[config.mk]
export PLATFORM = sky130hd
export DESIGN_NAME = alu_serial
export DESIGN_NICKNAME = d
export VERILOG_FILES = /design/src/rtl/alu_serial.sv
export SDC_FILE = /design/constraint.sdc
export NUM_CORES = 1
export LEC_CHECK = 0
export CORE_AREA = 2 2 112 87
export DETAILED_ROUTE_END_ITERATION = 8
export DIE_AREA = 0 0 114 89
export PLACE_DENSITY = 0.87
export SYNTH_ARGS = -nofsm -noshare
export SYNTH_HDL_FRONTEND = slang
export SYNTH_SLANG_ARGS = --single-unit
export TNS_END_PERCENT = 5
[constraint.sdc]
create_clock -name clk -period 5.6 [get_ports clk]
set_input_delay 0.84 -clock clk [delete_from_list [all_inputs] [get_ports clk]]
set_output_delay 0.84 -clock clk [all_outputs]
set_load 0.005 [all_outputs]
[src/rtl/alu_serial.sv]
// alu_serial: digit-serial ALU for the 24-bit CPU.
// Processes WIDTH-bit operands DIGIT bits per clock, LSB first, and
// computes AND / OR / ADD / SLT / XOR. Operand inversion plus carry_in
// give SUB, NOR and NAND. Result and flags are registered and only
// change on the cycle that done is pulsed.
//
// Handshake: start is sampled only in IDLE or DONE. When accepted, the
// operands and controls are latched, busy is high for NDIG cycles (RUN),
// then done is high for exactly one cycle (DONE). start in RUN is ignored.
//
// Ports:
//   clk, rst_n           clock, asynchronous active-low reset
//   start                request a new operation
//   a, b                 operands (WIDTH bits)
//   a_invert, b_invert   use ~a / ~b
//   carry_in             adder carry into bit 0
//   operation            000 AND, 001 OR, 010 ADD, 011 SLT, 100 XOR, others reserved
//   busy                 high while in RUN
//   done                 one-cycle completion pulse
//   result               registered result
//   carry_out, overflow  adder carry out of MSB / signed overflow (ADD, SLT)
//   zero                 high when the published result is 0
module alu_serial #(
    parameter int WIDTH = 24,
    parameter int DIGIT = 4
) (
    input  logic             clk,
    input  logic             rst_n,
    input  logic             start,
    input  logic [WIDTH-1:0] a,
    input  logic [WIDTH-1:0] b,
    input  logic             a_invert,
    input  logic             b_invert,
    input  logic             carry_in,
    input  logic [2:0]       operation,
    output logic             busy,
    output logic             done,
    output logic [WIDTH-1:0] result,
    output logic             carry_out,
    output logic             overflow,
    output logic             zero
);

    localparam int NDIG = WIDTH / DIGIT;
    localparam int CW   = (NDIG > 1) ? $clog2(NDIG) : 1;
    localparam logic [CW-1:0] LAST = CW'(NDIG - 1);

    localparam logic [2:0] OP_AND = 3'b000;
    localparam logic [2:0] OP_OR  = 3'b001;
    localparam logic [2:0] OP_ADD = 3'b010;
    localparam logic [2:0] OP_SLT = 3'b011;
    localparam logic [2:0] OP_XOR = 3'b100;

    typedef enum logic [1:0] {S_IDLE, S_RUN, S_DONE} state_t;

    state_t state_q, state_d;

    // Operand registers hold the already-inverted operands and shift right
    // by one digit per RUN cycle, so the active digit is always at bit 0.
    logic [WIDTH-1:0] a_q, b_q;
    logic [WIDTH-1:0] work_q, work_nxt;
    logic [2:0]       op_q;
    logic [CW-1:0]    cnt_q;
    logic             cy_q;

    logic             accept, last;
    logic [DIGIT:0]   c;
    logic [DIGIT-1:0] s, dig_res;
    logic [WIDTH-1:0] res_fin;
    logic             cflag, vflag, ovf;

    assign accept = start && (state_q == S_IDLE || state_q == S_DONE);
    assign last   = (cnt_q == LAST);
    assign busy   = (state_q == S_RUN);
    assign done   = (state_q == S_DONE);

    always_comb begin
        state_d = state_q;
        case (state_q)
            S_IDLE:  if (start) state_d = S_RUN;
            S_RUN:   if (last) state_d = S_DONE;
            S_DONE:  state_d = start ? S_RUN : S_IDLE;
            default: state_d = S_IDLE;
        endcase
    end

    // One digit of ripple-carry adder plus the bitwise ops.
    always_comb begin
        c       = '0;
        s       = '0;
        dig_res = '0;
        c[0]    = cy_q;
        for (int i = 0; i < DIGIT; i++) begin
            s[i]   = a_q[i] ^ b_q[i] ^ c[i];
            c[i+1] = (a_q[i] & b_q[i]) | (c[i] & (a_q[i] ^ b_q[i]));
        end
        case (op_q)
            OP_AND:         dig_res = a_q[DIGIT-1:0] & b_q[DIGIT-1:0];
            OP_OR:          dig_res = a_q[DIGIT-1:0] | b_q[DIGIT-1:0];
            OP_ADD, OP_SLT: dig_res = s;
            OP_XOR:         dig_res = a_q[DIGIT-1:0] ^ b_q[DIGIT-1:0];
            default:        dig_res = '0;
        endcase
        // New digit enters at the top; after NDIG shifts digit 0 sits at bit 0.
        work_nxt = (work_q >> DIGIT) | (WIDTH'(dig_res) << (WIDTH - DIGIT));
    end

    // Final result and flags; only meaningful on the last digit, where
    // c[DIGIT-1] is the carry into bit WIDTH-1 and c[DIGIT] the carry out.
    always_comb begin
        ovf     = c[DIGIT-1] ^ c[DIGIT];
        res_fin = work_nxt;
        cflag   = 1'b0;
        vflag   = 1'b0;
        case (op_q)
            OP_ADD: begin
                cflag = c[DIGIT];
                vflag = ovf;
            end
            OP_SLT: begin
                res_fin = WIDTH'(s[DIGIT-1] ^ ovf);
                cflag   = c[DIGIT];
                vflag   = ovf;
            end
            OP_AND, OP_OR, OP_XOR: ;
            default: res_fin = '0;
        endcase
    end

    always_ff @(posedge clk or negedge rst_n) begin
        if (!rst_n) begin
            state_q   <= S_IDLE;
            a_q       <= '0;
            b_q       <= '0;
            work_q    <= '0;
            op_q      <= '0;
            cnt_q     <= '0;
            cy_q      <= 1'b0;
            result    <= '0;
            carry_out <= 1'b0;
            overflow  <= 1'b0;
            zero      <= 1'b0;
        end else begin
            state_q <= state_d;
            if (accept) begin
                a_q    <= a_invert ? ~a : a;
                b_q    <= b_invert ? ~b : b;
                op_q   <= operation;
                cnt_q  <= '0;
                cy_q   <= carry_in;
                work_q <= '0;
            end else if (state_q == S_RUN) begin
                a_q    <= a_q >> DIGIT;
                b_q    <= b_q >> DIGIT;
                cy_q   <= c[DIGIT];
                work_q <= work_nxt;
                cnt_q  <= last ? '0 : cnt_q + 1'b1;
                if (last) begin
                    result    <= res_fin;
                    carry_out <= cflag;
                    overflow  <= vflag;
                    zero      <= (res_fin == '0);
                end
            end
        end
    end

endmodule

==> impl_metrics.json <==
{
  "dr.pass1.iters": 4,
  "gp_congestion": 0.875,
  "nets": 597,
  "synth.mux.area_fraction_pct": 7.33,
  "antenna_cells_inserted": 0,
  "synth_compound_area_share_pct": 17.1,
  "clock-sinks": 104,
  "cp_data_required_time_ns": 5.85,
  "worstMarginPinSlew_ns": 1.27,
  "yosys.area_share.simple_pct": 7.10,
  "vias": 3657,
  "period_minus_slack_ns": 3.47,
  "synth_fa_ha_area_share_pct": 4.17,
  "fin_tns_setup_ns": 0,
  "hold_viol_final": 0,
  "syn_to_final_growth_pct": 23.5,
  "crit_start": "state_q[0]$_DFFE_PN0P_",
  "antenna_found_initial": 0,
  "cts_root_buffer": "clkbuf_16",
  "rr_endpoint": "work_q[23]$_DFFE_PN0P_",
  "numCtsBuffers": 9,
  "p_leak_nw": 2.77,
  "crit_fanout": 36,
  "die_w_um": 114,
  "synth_top_family_by_area": "compound AO/OA/AOI/OAI gates",
  "syn_area_um2": 5040,
  "arrival_ns": 3.72,
  "slew_headroom_pct": 15.2,
  "setup_violations": 0,
  "place_area_um2": 5940,
  "post_cts_buffers": 0,
  "reg2reg_slack_ns": 2.13,
  "criticalPathCategory": "flip-flop to flip-flop",
  "post-route-drc-count": 0,
  "drv_cap": 0,
  "cts_tree": "done",
  "finalClockSkew_ns": 0.00923,
  "via_per_inst": 5.68,
  "htree_levels": 3,
  "start_util_pct": 56.4,
  "synth_cells": 460,
  "cts_hold_buf": 0,
  "grt_pass1_wl_mm": 17.5,
  "ys_seq_area_share_pct": 51.7,
  "ant_nets": 0,
  "endpoint_kind": "flip-flop",
  "ys.warnings.count": 0,
  "clockBufferDepth": 2,
  "grt_pass1_vias": 3630,
  "p_per_area_nw_per_um2": 508,
  "core_area_um2": 8930,
  "wl_mm": 10.5,
  "ir_drop_mv": 0.202,
  "overflow": 0,
  "syn_nets": 530,
  "fin_area_um2": 6220,
  "final_cells": 644,
  "ys_types": 40,
  "path_clk_slew_ns": 0.07,
  "hold_class": "input port to async pin",
  "finalCritPeriodShare_pct": 61.9,
  "rows": 30,
  "clk_latency_ns": 0.34,
  "io_pins": 86,
  "syn_avg_cell_area_um2": 11.0,
  "synthXorXnorAreaFrac_pct": 8.52,
  "timing.hold.ws_ns": 0.461,
  "grt_max_degree": 97,
  "die_h_um": 89,
  "drive_gt1_share_pct": 6.02,
  "grt_usage_pct": 22.0,
  "rsz0062_at_grt": "false",
  "drt_first_iter_violations": 302,
  "fmax_ghz": 0.288,
  "io_buffers": 85,
  "grt.met3_usage_pct": 5.83,
  "synth_seq_cells": 104,
  "place_inst": 628,
  "r2r_start": "state_q[0]$_DFFE_PN0P_",
  "drt-wirelength-per-cell_um": 16.4,
  "met1_usage_pct": 29.7,
  "post_cts_resized": 0,
  "cp-start-kind": "flip-flop",
  "fin_util_pct": 69.6,
  "status": "complete, no violations",
  "grt.busiest_layer": "met2",
  "met2_usage_pct": 35.8,
  "place_hpwl_mm": 7.41,
  "maxSlewViolCount": 0,
  "r2r_cells": 6,
  "dieArea_um2": 10100
}
flip-flops by register name, summed over array words and instances, names as in the netlist:
register	cells
cy_q	1
state_q	2
b_q	24
op_q	3
work_q	20
a_q	24
zero	1
carry_out	1
overflow	1
cnt_q	3
result	24
worst max-delay path: stages (launching register included):
cell      delay (ns)
dfrtp_1         0.43
nand2b_2        0.79
inv_1           0.44
buf_4           0.36
nor2_2          1.00
nand2_1         0.18
o21ai_0         0.15
synthesized netlist by cell type:
library cell,count,share of area [%]
nor2_1,16,1.2
or4_1,1,0.15
clkbuf_1,22,1.6
nand4b_1,2,0.35
and3_1,1,0.12
o21bai_1,1,0.15
nand2b_1,4,0.50
ha_1,8,2.0
maj3_1,1,0.20
o31ai_1,2,0.30
a22o_1,44,7.7
mux2_2,3,0.67
fa_1,5,2.0
o21a_1,4,0.60
nor3_1,2,0.20
xnor2_1,9,1.6
a221o_1,1,0.20
a32o_1,1,0.20
nor4_1,4,0.50
a211oi_1,8,1.2
o211ai_1,1,0.15
inv_1,14,1.0
dfrtp_1,104,52
nor2b_1,2,0.25
a31oi_1,2,0.25
buf_1,5,0.37
or3b_2,1,0.17
a2bb2oi_2,1,0.30
mux2_4,1,0.30
buf_2,8,0.79
nand3_1,1,0.099
nand2_1,48,3.6
mux2i_1,32,6.4
xor2_1,40,7.0
buf_6,1,0.22
o21ai_0,42,4.2
a22oi_1,1,0.15
a21oi_1,15,1.5
a2bb2oi_1,1,0.17
o311ai_0,1,0.17
stage by stage:
step | worst slack [ns] | power, W
floorplan | 2.82 | 0.00210
global placement | 2.41 | 0.00247
detailed placement | 2.30 | 0.00255
CTS | 2.16 | 0.00317
global route | 1.96 | 0.00338
finish | 2.13 | 0.00316
cell type report:
| class | count | area [um2] |
|---|---|---|
| multi-input combinational | 306 | 2240 |
| fill | 645 | 2710 |
| tap | 112 | 140 |
| timing repair buffer | 92 | 901 |
| sequential | 104 | 2600 |
| clock inverter | 6 | 55.1 |
| inverter | 14 | 52.6 |
| clock buffer | 10 | 229 |
layer usage:
metal | vias to the layer above | part of all wire (%)
met4 | 0 | 2.1
met5 | - | 0
met3 | 23 | 5.5
met1 | 1745 | 45
met2 | 141 | 48
li1 | 1748 | -
power by group:
part	internal [W]	switching, W
registers	0.00104	0.000238
logic	0.000636	0.000644
clock network	0.000312	0.000290
cell families (layout without fill, tap and decap cells):
| family | after synthesis | count (layout) |
|---|---|---|
| AOI/OAI and AO/OA | 125 | 125 |
| xor gates and xnor gates | 49 | 49 |
| adders and majority gates | 14 | 14 |
| buffers and inverters | 50 | 122 |
| DFF | 104 | 104 |
| muxes | 36 | 36 |
| and+or+nand+nor | 82 | 82 |
cells in the final DEF, fill, tap and decap left out, types with 2 or more instances in the layout:
cell             instances
a211oi_1                 8
a21oi_1                 15
a22o_1                  44
a31oi_1                  2
buf_4                    8
clkbuf_16                9
clkdlybuf4s50_1         84
dfrtp_1                104
fa_1                     5
ha_1                     8
inv_1                   14
inv_6                    4
mux2_2                   3
mux2i_1                 32
nand2_1                 48
nand2b_1                 3
nand4b_1                 2
nor2_1                  15
nor3_1                   2
nor4_1                   4
o21a_1                   4
o21ai_0                 42
o31ai_1                  2
xnor2_1                  9
xor2_1                  40
worst max path at each step:
stage	slack (ns)	depth (start not counted)	endpoint
CTS	2.16	3	busy
floorplan	2.82	9	zero$_DFFE_PN0P_
global placement	2.41	5	cy_q$_DFFE_PN0P_
detailed placement	2.30	6	work_q[23]$_DFFE_PN0P_
finish	2.13	6	work_q[23]$_DFFE_PN0P_
global route	1.96	6	work_q[23]$_DFFE_PN0P_
No activity file was read; power rests on OpenSTA's default activity.
